### config.mk
export PLATFORM = sky130hd
export DESIGN_NAME = control_splitter
export DESIGN_NICKNAME = d
export VERILOG_FILES = /design/src/rtl/control_splitter_pkg.sv /design/src/rtl/control_splitter_word_mux.sv /design/src/rtl/control_splitter.sv
export SDC_FILE = /design/constraint.sdc
export NUM_CORES = 2
export LEC_CHECK = 0
export CORE_AREA = 2 2 411 413
export DETAILED_ROUTE_END_ITERATION = 10
export DIE_AREA = 0 0 413 415
export PLACE_DENSITY = 0.5
export SKIP_CTS_REPAIR_TIMING = 1
export SLEW_MARGIN = 20
export SYNTH_ARGS = -nofsm -noshare
export SYNTH_HDL_FRONTEND = slang
export SYNTH_SLANG_ARGS = --single-unit
### constraint.sdc
create_clock -name clk -period 7.1 [get_ports clk]
set_input_delay 1.065 -clock clk [delete_from_list [all_inputs] [get_ports clk]]
set_output_delay 1.065 -clock clk [all_outputs]
set_load 0.1 [all_outputs]
### src/rtl/control_splitter_pkg.sv
// control_splitter_pkg: shared state enum, bank layout defaults and checksum width.
package control_splitter_pkg;
  typedef enum logic [1:0] {IDLE, STREAM, DONE} state_t;
  localparam int DEF_WORD_W    = 16;
  localparam int DEF_NUM_WORDS = 64;
  localparam int CSUM_W        = DEF_WORD_W;
endpackage

### src/rtl/control_splitter_word_mux.sv
// word_mux: registered NUM_WORDS:1 word selector; indices past the bank select the extra word.
module word_mux #(
  parameter int WORD_W    = 16,
  parameter int NUM_WORDS = 64,
  parameter int IDX_W     = 7
) (
  input  logic                        clk,
  input  logic                        reset_n,
  input  logic                        en,
  input  logic                        clr,
  input  logic [WORD_W*NUM_WORDS-1:0] bank,
  input  logic [IDX_W-1:0]            idx,
  input  logic [WORD_W-1:0]           extra,
  output logic [WORD_W-1:0]           dout
);
  logic [WORD_W-1:0] sel, dout_d, dout_q;
  always_comb begin
    sel = extra;
    for (int k = 0; k < NUM_WORDS; k++)
      if (idx == IDX_W'(k)) sel = bank[k*WORD_W +: WORD_W];
    dout_d = clr ? '0 : en ? sel : dout_q;
  end
  always_ff @(posedge clk or negedge reset_n)
    if (!reset_n) dout_q <= '0;
    else          dout_q <= dout_d;
  assign dout = dout_q;
endmodule

### src/rtl/control_splitter.sv
// control_splitter: snapshot a parameter bank and stream it word-by-word to a pipe-out port.
// Define CONTROL_SPLITTER_CHECKSUM_EN to append a modulo-2^WORD_W sum trailer word.
module control_splitter
  import control_splitter_pkg::*;
#(
  parameter int WORD_W    = DEF_WORD_W,
  parameter int NUM_WORDS = DEF_NUM_WORDS,
  parameter int ADDR_W    = 6
) (
  input  logic                        clk,
  input  logic                        reset_n,
  input  logic                        snapshot,
  input  logic [WORD_W*NUM_WORDS-1:0] combined_in,
  input  logic                        read,
  output logic [WORD_W-1:0]           dataout,
  output logic                        busy,
  output logic [ADDR_W:0]             words_left,
  output logic                        done,
  output logic                        underrun
);
`ifdef CONTROL_SPLITTER_CHECKSUM_EN
  localparam int TRAILER = 1;
`else
  localparam int TRAILER = 0;
`endif
  localparam logic [ADDR_W:0] TOTAL = (ADDR_W+1)'(NUM_WORDS + TRAILER);
  state_t                      state_q, state_d;
  logic [WORD_W*NUM_WORDS-1:0] shadow_q, shadow_d;
  logic [ADDR_W:0]             idx_q, idx_d, left_q, left_d;
  logic                        busy_q, busy_d, done_q, done_d, underrun_q, underrun_d;
  logic                        rd_ok, last;
  logic [WORD_W-1:0]           extra;
  always_comb begin
    rd_ok      = state_q == STREAM && read && !snapshot;
    last       = left_q == 1;
    state_d    = snapshot ? STREAM : (rd_ok && last) ? DONE : state_q;
    shadow_d   = snapshot ? combined_in : shadow_q;
    idx_d      = snapshot ? '0 : rd_ok ? idx_q + 1 : idx_q;
    left_d     = snapshot ? TOTAL : rd_ok ? left_q - 1 : left_q;
    busy_d     = snapshot || (busy_q && !(rd_ok && last));
    done_d     = rd_ok && last;
    underrun_d = !snapshot && (underrun_q || (read && state_q != STREAM));
  end
`ifdef CONTROL_SPLITTER_CHECKSUM_EN
  // Running sum of consumed words; after the last data word it is exactly the trailer.
  logic [CSUM_W-1:0] sum_q, sum_d;
  always_comb begin
    sum_d = snapshot ? '0 : rd_ok ? sum_q + CSUM_W'(dataout) : sum_q;
    extra = WORD_W'(sum_d);
  end
  always_ff @(posedge clk or negedge reset_n)
    if (!reset_n) sum_q <= '0;
    else          sum_q <= sum_d;
`else
  assign extra = '0;
`endif
  always_ff @(posedge clk or negedge reset_n)
    if (!reset_n) begin
      state_q    <= IDLE;
      shadow_q   <= '0;
      idx_q      <= '0;
      left_q     <= '0;
      busy_q     <= 1'b0;
      done_q     <= 1'b0;
      underrun_q <= 1'b0;
    end else begin
      state_q    <= state_d;
      shadow_q   <= shadow_d;
      idx_q      <= idx_d;
      left_q     <= left_d;
      busy_q     <= busy_d;
      done_q     <= done_d;
      underrun_q <= underrun_d;
    end
  // Snapshot selects from combined_in directly so word 0 appears one cycle later.
  word_mux #(.WORD_W(WORD_W), .NUM_WORDS(NUM_WORDS), .IDX_W(ADDR_W+1)) u_mux (
    .clk     (clk),
    .reset_n (reset_n),
    .en      (snapshot || rd_ok),
    .clr     (rd_ok && last),
    .bank    (shadow_d),
    .idx     (idx_d),
    .extra   (extra),
    .dout    (dataout)
  );
  assign busy       = busy_q;
  assign words_left = left_q;
  assign done       = done_q;
  assign underrun   = underrun_q;
endmodule

* Word-level counts from Yosys, hierarchy flattened
Index checks and enable logic that the tools add are counted.
** Storage, ports and cells
- Flip-flop bits (word level) :: 1059
- Bits of input ports :: 1028
- Output and inout bits :: 26
- Logic and storage cells :: 164
** Cells by class
- $add $sub $neg :: 2
- Equality and inequality tests :: 66
- Mux-type cells :: 73
- Reductions and logical operators :: 15
** Operator list (number)
- 16-bit 2-to-1 mux :: 66
- 1024-bit 2-to-1 mux :: 1
- 7-bit by 6-bit == test with 1-bit output (second input constant) :: 32
- 7-bit by 5-bit == test with 1-bit output (second input constant) :: 16
- 7-bit by 4-bit == test with 1-bit output (second input constant) :: 8
- 7-bit by 3-bit == test with 1-bit output (second input constant) :: 4
- 7-bit 2-to-1 mux :: 4
- 7-bit by 1-bit == test with 1-bit output (second input constant) :: 2
- 7-bit by 2-bit == test with 1-bit output (second input constant) :: 2
- 7-bit by 1-bit adder with 7-bit output (second input constant) :: 1
- 7-bit zero test :: 1
- 7-bit by 1-bit subtractor with 7-bit output (second input constant) :: 1
- 1-bit logical AND :: 6
- 2-bit nonzero test :: 3
- 2-bit 2-to-1 mux :: 2
- 1-bit logical OR :: 3
- 2-bit by 1-bit == test with 1-bit output (second input constant) :: 1
- 1-bit zero test :: 2
- 2-bit by 1-bit inequality test with 1-bit output (second input constant) :: 1

* Logic depth before layout (Yosys ltp)
- Depth after elaboration :: 72
- Mapped depth :: 15
- Mapped depth without buffers :: 11

* Modules after synthesis
From an unflattened synthesis, not the netlist that was laid out.
** Unflattened totals
- Cell total of the unflattened synthesis :: 4067
- Area, all modules :: 50134.3 um^2
** Modules (own cells, without submodules)
- control_splitter :: instances 1, cells each 2251, area each 38620.8 um^2
- word_mux :: instances 1, cells each 1816, area each 11513.5 um^2

* Worst setup path before layout
OpenSTA, ideal clock, no wires.
- Kind :: in2reg
- Start point :: in snapshot
- End point :: reg u_mux.dout_q[1], in the netlist u_mux.dout[1]
- Setup time :: 0.140 ns
- Arrival :: 3.582 ns
- Setup slack :: 3.378 ns
- Stages on the path :: 11
- Path buffers :: 6
- Cell sequence :: buf_2 -> buf_4 -> buf_2 -> buf_2 -> buf_2 -> buf_1 -> mux2_2 -> a222oi_1 -> nor2_1 -> a2111oi_0 -> a31oi_1
** On the way
- Elaborated cells on any way between the ends :: 138
** RTL lines
- start: declaration :: RTL line control_splitter.sv:12 : input logic snapshot,
- 1024-bit 2-to-1 mux :: RTL line control_splitter.sv:37 : shadow_d = snapshot ? combined_in : shadow_q;
- via shadow_d[705] :: RTL line control_splitter.sv:28 : logic [WORD_W*NUM_WORDS-1:0] shadow_q, shadow_d;
- 16-bit 2-to-1 mux (20 in series) :: RTL line control_splitter_word_mux.sv:20 : if (idx == IDX_W'(k)) sel = bank[k*WORD_W +: WORD_W];
- 16-bit 2-to-1 mux (2 in series) :: RTL line control_splitter_word_mux.sv:21 : dout_d = clr ? '0 : en ? sel : dout_q;
- end signal: assignment :: RTL line control_splitter_word_mux.sv:25 : else dout_q <= dout_d;
- end: declaration :: RTL line control_splitter_word_mux.sv:16 : logic [WORD_W-1:0] sel, dout_d, dout_q;
The timed path passes the listed nets, and every way through them passes these cells. The select of a mux whose other input is x is not followed.
A chain may end at the register's enable or synchronous reset.

* Worst setup path after layout
- Start point :: reg idx_q[1]
- End point :: reg u_mux.dout_q[6], in the netlist u_mux.dout[6]
** On the way
- Longest elaborated chain between the ends :: 70
- Elaborated cells on any way between the ends :: 133
** RTL lines
- start: declaration :: RTL line control_splitter.sv:29 : logic [ADDR_W:0] idx_q, idx_d, left_q, left_d;
- start signal: assignment :: RTL line control_splitter.sv:69 : idx_q <= idx_d;
- 7-bit by 1-bit adder with 7-bit output :: RTL line control_splitter.sv:38 : idx_d = snapshot ? '0 : rd_ok ? idx_q + 1 : idx_q;
- 7-bit 2-to-1 mux * (2 in series) :: RTL line control_splitter.sv:38
- 7-bit zero test :: RTL line control_splitter_word_mux.sv:20
- 16-bit 2-to-1 mux (63 in series) :: RTL line control_splitter_word_mux.sv:20
- 16-bit 2-to-1 mux * :: RTL line control_splitter_word_mux.sv:20
- 16-bit 2-to-1 mux * (2 in series) :: RTL line control_splitter_word_mux.sv:21
Mark *: on every way between the ends. The rest lies on a longest branch, timed or not. The select of a mux whose other input is x is not followed.

==> results.yml <==
placement:
  placed_cell_area_mm2: 0.0612
  dp_hpwl_um: 226000
  buffer_ports.inserted: 1053
  placedCellCount: 6858
  gp_congestion: 0.938
timing:
  fin_skew_ns: 0.0301
  worst_slew_pin_slew_ns: 1.18
  slew_viol_final: 0
  period_share_pct: 86.3
  max_freq_mhz: 163
  period_minus_slack_ns: 6.13
  relSlewSlack_pct: 21.0
  rsz0062_at_grt: "false"
  setup_viol: 0
  setup_tns_ns: 0
  final_hold_viol_count: 0
floorplanning:
  die_area_mm2: 0.171
  initial_core_util_pct: 28.5
  rows: 150
  fp.dieW_um: 413
  ioPinCount: 1054
  coreArea_mm2: 0.167
  die_h_um: 415
drt:
  drt_iter0_drc: 4183
  vias_per_cell: 5.48
  drcViolationCount: 0
  wirelength_um: 290000
  wl_per_cell_um: 40.4
  vias: 39300
  drtAntennaViolNets: 0
  drtPass1Iterations: 8
final_layout:
  final_nets: 5819
  regArea_mm2: 0.0265
  area_delta_synth_final_pct: 38.0
  drive_above_1_share_pct: 28.9
  mostFrequentLayoutCells: "dfrtp_1, clkdlybuf4s50_1, mux2_2"
  multiInputGateArea_mm2: 0.0201
  fin_area_mm2: 0.0657
  final_common_cell: "dfrtp_1"
  nFillCells: 16100
  stdcell_count: 7167
  postLayoutCoreUtil_pct: 39.4
global_route:
  overflow: 0
  grt_pass1_wl_um: 376000
  busiest_layer: "met2"
  grt_pass1_vias: 39900
  grt_max_degree: 153
  met2_usage_pct: 52.0
  gr-usage-all-layers_pct: 32.9
  antenna_found_initial: 156
  met3_usage_pct: 9.28
  grtUsageMet1_pct: 41.2
worst_setup_path:
  critical_path.endpoint_type: "flop"
  cp-start-kind: "flop"
  critPathRequiredTime_ns: 7.74
  crit_type: "flop to flop"
  critPathMaxFanout: 25
  arrival_ns: 6.76
pwr:
  p_total_uw: 16500
  leakage_uw: 0.0263
  power_density_mw_per_mm2: 252
  vdd.ir_drop.worst_mv: 0.249
synth:
  synth_top_area_share_pct: 55.7
  synth-edff-count: 0
  syn_area_mm2: 0.0476
  syn_nets: 4733
  ys_ff_latch: 1059
  synth_area_leaders: "dfrtp_1, mux2_2, a22oi_1, nand2_1, buf_2"
  yosys_warnings: 0
  synth_cells: 3702
  avgSynthCellArea_um2: 12.9
  synthFlopType: "dfrtp_1"
  async_reset_ff_share_pct: 100
  synth_area_leader_cell: "dfrtp_1"
  ys_types: 95
  yosysSeqAreaShare_pct: 55.7
clock_tree:
  cts.htree.levels: 4
  path_clk_slew_ns: 0.06
  cts_made_buffers: 132
  cts.sinks: 1059
  clock_latency_ns: 0.78
  root_buffer: "clkbuf_16"
  cts_tree: "yes"
  ctsLongestPathBuffers: 3
outcome:
  status: "completed"
hold_path:
  hp-class: "input port to asynchronous set/reset pin"
run:
  drv_cap: 0
flip-flops by register name, indices dropped and copies added, names as in the netlist:
register	flops
shadow_q	1024
u_mux.dout	16
idx_q	7
words_left	7
state_q	2
busy	1
done	1
underrun	1
routing by layer:
metal  wire length, µm  up-vias
li1                  -    16100
met1            115000    20400
met2            134000     2109
met3             25000      580
met4             14000      100
met5               651        -
final cells by class:
type,count,share of cell area (%)
multi-input cells,2365,30.6
clock buffers,193,5.87
repair buffers,1197,17.9
clock inverters,42,0.612
flip-flops and latches,1059,40.4
well taps,2204,4.20
diodes,74,0.282
inverters,33,0.189
through the flow:
stage | hold slack, ns | worst slack [ns]
final | 0.398 | 0.973
after global routing | 0.424 | 0.979
after CTS | 0.385 | 1.16
after detailed placement | 0.456 | 0.532
after global placement | 0.452 | 0.398
after floorplan | 0.436 | 3.38
cell usage after synthesis, types with 17 or more instances:
library cell	n
a21oi_1	82
a221oi_1	50
a222oi_1	17
a22o_1	53
a22oi_1	175
a31oi_1	26
and3_1	28
buf_1	24
buf_2	149
clkbuf_1	63
dfrtp_1	1059
inv_1	30
mux2_2	983
mux2i_1	42
nand2_1	264
nand3_1	63
nand4_1	23
nor2_1	130
nor3_1	25
o211ai_1	17
o21ai_0	76
o22ai_1	39
critical path: stages (launching register included):
cell and delay (ns):
dfrtp_1 0.95, ha_1 0.32, and4b_4 0.29, mux2i_4 0.16, inv_2 0.59, nor3_2 0.13
a21oi_1 0.93, nor2_2 0.42, a2111oi_1 1.08, nand4_1 0.38, nor4_1 0.55, a31oi_1 0.15
cell families after synthesis:
logic type | share of synthesized area [%]
adder cells (fa/ha/maj) | 0.0789
multiplexers | 24.2
AND/OR/NAND/NOR | 6.42
XOR/XNOR | 0.166
flip-flops | 55.7
buffers and inverters | 2.67
AO/OA/AOI/OAI | 10.8
worst paths after layout:
check,start,endpoint,slack [ns],depth (start not counted)
worst min-delay path,reset_n,shadow_q[340],0.40,1
worst max-delay path,idx_q[1],u_mux.dout[6],0.97,11
worst min register to register,shadow_q[612],shadow_q[612],0.47,2
worst max register to register,idx_q[1],u_mux.dout[6],0.97,11
min in group clk,shadow_q[612],shadow_q[612],0.47,2
max in group asynchronous,reset_n,shadow_q[469],4.99,3
power breakdown:
part | internal (µW) | total (µW) | leakage [µW] | switching [µW]
clock | 3920 | 6790 | 0.00211 | 2860
combinational | 1260 | 2860 | 0.0117 | 1590
sequential | 6640 | 6910 | 0.0124 | 266
total | 11800 | 16500 | 0.0263 | 4720
No activity file was read; power rests on OpenSTA's default activity.
